### config.mk
export PLATFORM = sky130hd
export DESIGN_NAME = fs_ds_inst_buffer
export DESIGN_NICKNAME = d
export VERILOG_FILES = /design/src/rtl/fs_ds_inst_buffer.sv
export SDC_FILE = /design/constraint.sdc
export NUM_CORES = 1
export LEC_CHECK = 0
export BUFFER_PORTS_ARGS = -buffer_cell sky130_fd_sc_hd__buf_2
export CELL_PAD_IN_SITES_DETAIL_PLACEMENT = 0
export CELL_PAD_IN_SITES_GLOBAL_PLACEMENT = 1
export CORE_ASPECT_RATIO = 0.8
export CORE_MARGIN = 2
export CORE_UTILIZATION = 35
export DETAILED_ROUTE_END_ITERATION = 6
export PLACE_DENSITY = 0.6
export SETUP_SLACK_MARGIN = 0.4
export SLEW_MARGIN = 20
export SYNTH_ARGS = -nofsm -noshare
export SYNTH_HDL_FRONTEND = slang
export SYNTH_SLANG_ARGS = --single-unit
### constraint.sdc
create_clock -name clk -period 5.2 [get_ports clk]
set_clock_uncertainty 0.15 [all_clocks]
set_input_delay 1.04 -clock clk [delete_from_list [all_inputs] [get_ports clk]]
set_output_delay 1.04 -clock clk [all_outputs]
set_load 0.01 [all_outputs]
### src/rtl/fs_ds_inst_buffer.sv
`default_nettype none
// ============================================================================
//  Module   : fs_ds_inst_buffer
//  Purpose  : Instruction FIFO between fetch and decode. It queues fetched
//             bundles so fetch can keep issuing while decode stalls.
//             Redirects (exception, ertn, branch) empty the queue. A bundle
//             that carries an exception blocks further pushes until the
//             resulting flush arrives.
//  Revision : 1.0 - initial release
// ============================================================================
module fs_ds_inst_buffer #(
  parameter int DEPTH  = 4,
  parameter int BUS_WD = 81
) (
  input  logic              clk,
  input  logic              reset,
  input  logic              fs_to_ib_valid,
  input  logic [BUS_WD-1:0] fs_to_ib_bus,
  output logic              ib_allowin,
  output logic              ib_to_ds_valid,
  output logic [BUS_WD-1:0] ib_to_ds_bus,
  input  logic              ds_allowin,
  input  logic              excp_flush,
  input  logic              ertn_flush,
  input  logic              br_flush
);

  localparam int AW = $clog2(DEPTH);
  localparam logic [AW:0] C_FULL = (AW+1)'(DEPTH);

  logic [BUS_WD-1:0] r_mem [DEPTH];
  logic [AW-1:0]     r_wptr;
  logic [AW-1:0]     r_rptr;
  logic [AW:0]       r_count;
  logic              r_blk;

  logic w_flush;
  logic w_push;
  logic w_pop;

  // Handshake terms; allowin looks only at registered state so that fetch
  // never sees a combinational path from decode's stall.
  always_comb begin
    w_flush        = excp_flush | ertn_flush | br_flush;
    ib_allowin     = (r_count != C_FULL) && !r_blk;
    ib_to_ds_valid = (r_count != '0);
    w_push         = fs_to_ib_valid && ib_allowin && !w_flush;
    w_pop          = ib_to_ds_valid && ds_allowin && !w_flush;
    ib_to_ds_bus   = ib_to_ds_valid ? r_mem[r_rptr] : '0;
  end

  // Storage array; contents are never reset because the output is gated.
  always_ff @(posedge clk) begin
    if (w_push) begin
      r_mem[r_wptr] <= fs_to_ib_bus;
    end
  end

  // Pointers, occupancy and exception block flag.
  always_ff @(posedge clk) begin
    if (reset || w_flush) begin
      r_wptr  <= '0;
      r_rptr  <= '0;
      r_count <= '0;
      r_blk   <= 1'b0;
    end else begin
      if (w_push) begin
        r_wptr <= r_wptr + AW'(1);
        // The faulting bundle is the last one admitted before the redirect.
        if (fs_to_ib_bus[64]) begin
          r_blk <= 1'b1;
        end
      end
      if (w_pop) begin
        r_rptr <= r_rptr + AW'(1);
      end
      case ({w_push, w_pop})
        2'b10:   r_count <= r_count + (AW+1)'(1);
        2'b01:   r_count <= r_count - (AW+1)'(1);
        default: r_count <= r_count;
      endcase
    end
  end

endmodule
`default_nettype wire

==> load_flow_metrics.sql <==
INSERT INTO impl_metrics (metric_group, metric, value, unit) VALUES
('timing', 'slew_violations', '0', ''),
('pwr', 'power-per-cell-area', '359', 'nW/um^2'),
('grt', 'total_overflow_reported_by_the_global_router', '0', ''),
('cts', 'cts_post_setup_buffers_inserted', '0', ''),
('critical_path', 'cpPeakStageDelay', '0.93', 'ns'),
('hold_path', 'min_delay_path_depth', '1', ''),
('detailed_routing', 'route.antenna.remaining_nets', '0', ''),
('grt', 'grt_max_degree', '83', ''),
('critical_path', 'timing.reg2reg.worst_path_depth', '9', ''),
('floorplanning', 'coreArea', '36000', 'um^2'),
('floorplanning', 'floorplan.rows', '62', ''),
('synthesis', 'synth_cells', '575', ''),
('synthesis', 'ys_warn_count', '0', ''),
('detailed_routing', 'route.detailed.wl_per_inst', '20.9', 'um'),
('cts', 'cts_made_buffers', '36', ''),
('floorplanning', 'die_height', '175', 'um'),
('critical_path', 'data_arrival_time_at_the_worst_slack_endpoint', '2.72', 'ns'),
('detailed_routing', 'drt_wl_total', '26600', 'um'),
('synthesis', 'seq_area_frac_synth', '0.773', ''),
('hold_path', 'timing.hold.worst_endpoint', 'r_blk', ''),
('detailed_routing', 'drt_pass1_iterations', '4', ''),
('cts', 'cts.reportedPaths.clkPinSlew', '0.06', 'ns'),
('layout', 'area.growth.synth_to_final', '19.4', '%'),
('hold_path', 'hold_path_startpoint', 'r_blk', ''),
('timing', 'finalSetupViolCount', '0', ''),
('layout', 'drive_gt1_frac', '0.407', ''),
('synthesis', 'syn-mean-instance-area', '22.3', 'um^2'),
('critical_path', 'crit_type', 'flop to output port', ''),
('critical_path', 'crit_path_end_kind', 'output port', ''),
('timing', 'rsz0062_at_grt', 'false', ''),
('place', 'finalWeightedCongestion', '0.707', ''),
('hold_path', 'worst_hold_path_class', 'flop to flop', ''),
('cts', 'clock_path_buffers', '3', ''),
('synthesis', 'mappedNetlistArea', '12800', 'um^2'),
('floorplanning', 'pin_count', '171', ''),
('grt', 'antenna_found_initial', '12', ''),
('detailed_routing', 'detail_route.iter0.violations', '514', ''),
('cts', 'holdBufCountCts', '0', ''),
('floorplanning', 'floorplan.initialDensity', '0.357', ''),
('critical_path', 'critical_path.cell_chain', 'buf_12 -> mux4_2 -> and2_1 -> buf_2', ''),
('cts', 'post_cts_resized', '0', ''),
('synthesis', 'yosys_register_bits', '334', ''),
('critical_path', 'worst_path_required_time', '4.01', 'ns'),
('pwr', 'ir_drop', '0.177', 'mV'),
('floorplanning', 'die_area', '38300', 'um^2'),
('pwr', 'cellLeakagePower', '5.19', 'nW'),
('critical_path', 'crit-reg2reg-capture', 'r_count[2]', ''),
('timing', 'timing.max_slew.rel_slack', '0.283', ''),
('detailed_routing', 'vias_per_cell', '4.78', ''),
('cts', 'tritoncts', 'built', ''),
('run', 'maxCapViolations', '0', ''),
('timing', 'timing.setup.tns', '0', 'ns'),
('grt', 'grt_pass1_vias', '6691', ''),
('layout', 'design.final.nets', '857', ''),
('critical_path', 'cpMaxStageDelayCell', 'dfxtp_4', ''),
('cts', 'cell_chosen_for_the_clock_root', 'clkbuf_16', ''),
('critical_path', 'timing.rr.start', 'r_count[2]', ''),
('timing', 'worst_slew_pin_slew', '1.07', 'ns'),
('timing', 'report.final.hold_viol_count', '0', ''),
('detailed_routing', 'detailroute.via_count', '6083', ''),
('timing', 'final_min_period_over_clock_period', '0.751', ''),
('place', 'numPortBuffers', '170', ''),
('place', 'post-dp-hpwl', '16300', 'um'),
('cts', 'insertion_delay', '0.50', 'ns'),
('synthesis', 'synth.net_count', '669', ''),
('grt', 'grt_util_all_layers', '0.140', ''),
('grt', 'wire_length_of_the_first_global_routing_pass', '40500', 'um'),
('timing', 'finalCriticalPeriod', '3.91', 'ns'),
('cts', 'numClockSinks', '334', ''),
('critical_path', 'worstPathMaxFanout', '41', ''),
('run_status', 'outcome', 'complete, no violations', ''),
('layout', 'final_core_util', '0.426', ''),
('timing', 'maxClockFrequency', '256', 'MHz'),
('floorplanning', 'fp.dieW', '218', 'um'),
('layout', 'layout.cells.non_filler', '1272', ''),
('place', 'placedCellCount', '1205', ''),
('cts', 'number_of_h_tree_branching_levels', '2', ''),
('detailed_routing', 'drc_errors', '0', ''),
('synthesis', 'number_of_library_cell_types_mapped_by_synthesis', '26', ''),
('critical_path', 'reg2reg_setup_slack', '2.42', 'ns'),
('critical_path', 'critPathLaunchType', 'flop', '');
==> cells in the final DEF (no fill, tap or decap), types with 4 or more instances in the layout <==
| master | synthesis | final |
|---|---|---|
| and2_1 | 85 | 81 |
| and2_4 | 0 | 4 |
| buf_12 | 8 | 5 |
| buf_2 | 9 | 170 |
| clkbuf_16 | 0 | 37 |
| clkinv_1 | 0 | 8 |
| clkinv_2 | 0 | 10 |
| dfxtp_1 | 10 | 8 |
| edfxtp_1 | 324 | 324 |
| ha_1 | 5 | 5 |
| inv_1 | 6 | 6 |
| mux4_2 | 81 | 81 |
| nor2_1 | 10 | 10 |
| xor2_1 | 4 | 4 |
==> state kept, by name (all words and copies together), names as in the netlist, named ones only <==
signal	count
r_count	3
r_mem	324
r_rptr	2
r_wptr	2
r_blk	1
==> cell type report <==
cell class | instances | area, um^2
inverter | 6 | 22.5
tap | 480 | 601
clock inverter | 26 | 214
sequential | 334 | 9940
antenna | 3 | 7.51
clock buffer | 38 | 930
multi-input combinational | 207 | 2650
fill | 3194 | 20700
timing repair buffer | 178 | 973
==> routing by layer <==
layer  up-vias  global-route usage  part of all wire  wire length [um]
li1       2715                   -                 -                 -
met1      3153               0.190              0.45             12000
met2       147               0.219              0.46             12200
met3        52              0.0466             0.069              1840
met4        16              0.0343             0.017               451
met5         -                   0            0.0041               109
==> per-stage QoR <==
step / power [mW] / cell area (um^2) / hold WS [ns] / setup WS (ns)
after detailed placement: 3.12 / 14200 / 0.334 / 1.53
after global routing: 5.69 / 15300 / 0.358 / 1.07
after global placement: 3.11 / 14200 / 0.318 / 1.57
after floorplan: 3.05 / 12800 / 0.304 / 0.906
after CTS: 5.57 / 15300 / 0.346 / 1.16
final: 5.50 / 15300 / 0.341 / 1.29
==> report_power, final <==
group | switching [mW] | internal (mW) | total, mW
Clock | 0.992 | 1.45 | 2.44
Sequential | 0.00289 | 2.96 | 2.97
Combinational | 0.0551 | 0.0378 | 0.0930
==> synthesized netlist by cell type, drive strengths merged <==
cell type / n / area (um^2)
o311ai: 1 / 8.76
a21oi: 3 / 15.0
nor2: 10 / 37.5
or2: 1 / 6.26
fa: 1 / 20.0
and2: 85 / 532
inv: 6 / 22.5
mux2i: 1 / 10.0
o31ai: 1 / 7.51
or3: 4 / 25.0
nand2b: 1 / 6.26
xor2: 4 / 35.0
o21ai: 2 / 10.0
nand2: 3 / 11.3
edfxtp: 324 / 9730
clkbuf: 10 / 37.5
nor3b: 1 / 7.51
dfxtp: 10 / 200
nor4: 1 / 6.26
o21a: 1 / 7.51
ha: 5 / 62.6
nor3: 1 / 5.00
buf: 18 / 216
mux4: 81 / 1820
==> worst max-delay path, delay by kind of cell (launching register included) <==
kind                   cells  cell delay, ns
buffers and inverters      2            0.49
muxes                      1            0.54
and+or+nand+nor            1            0.20
DFF                        1            0.93
==> worst max-delay path by stage <==
stage	start	endpoint	slack, ns
2_1_floorplan	ertn_flush	r_mem[0][0]	0.91
5_1_grt	flop	ib_to_ds_bus[56]	1.07
3_3_place_gp	ertn_flush	r_mem[1][36]	1.57
4_1_cts	flop	ib_to_ds_bus[56]	1.16
3_5_place_dp	ertn_flush	r_mem[1][36]	1.53
6_report	flop	ib_to_ds_bus[50]	1.29
==> cell families after synthesis <==
family,count (synthesis),share of synthesized area
adder cells (fa/ha/maj),6,0.00643
multiplexers,82,0.143
AO/OA/AOI/OAI,8,0.00380
XOR/XNOR,4,0.00273
flip-flops,334,0.773
buffers and inverters,34,0.0215
AND/OR/NAND/NOR,107,0.0496
No activity file was read; power rests on OpenSTA's default activity.
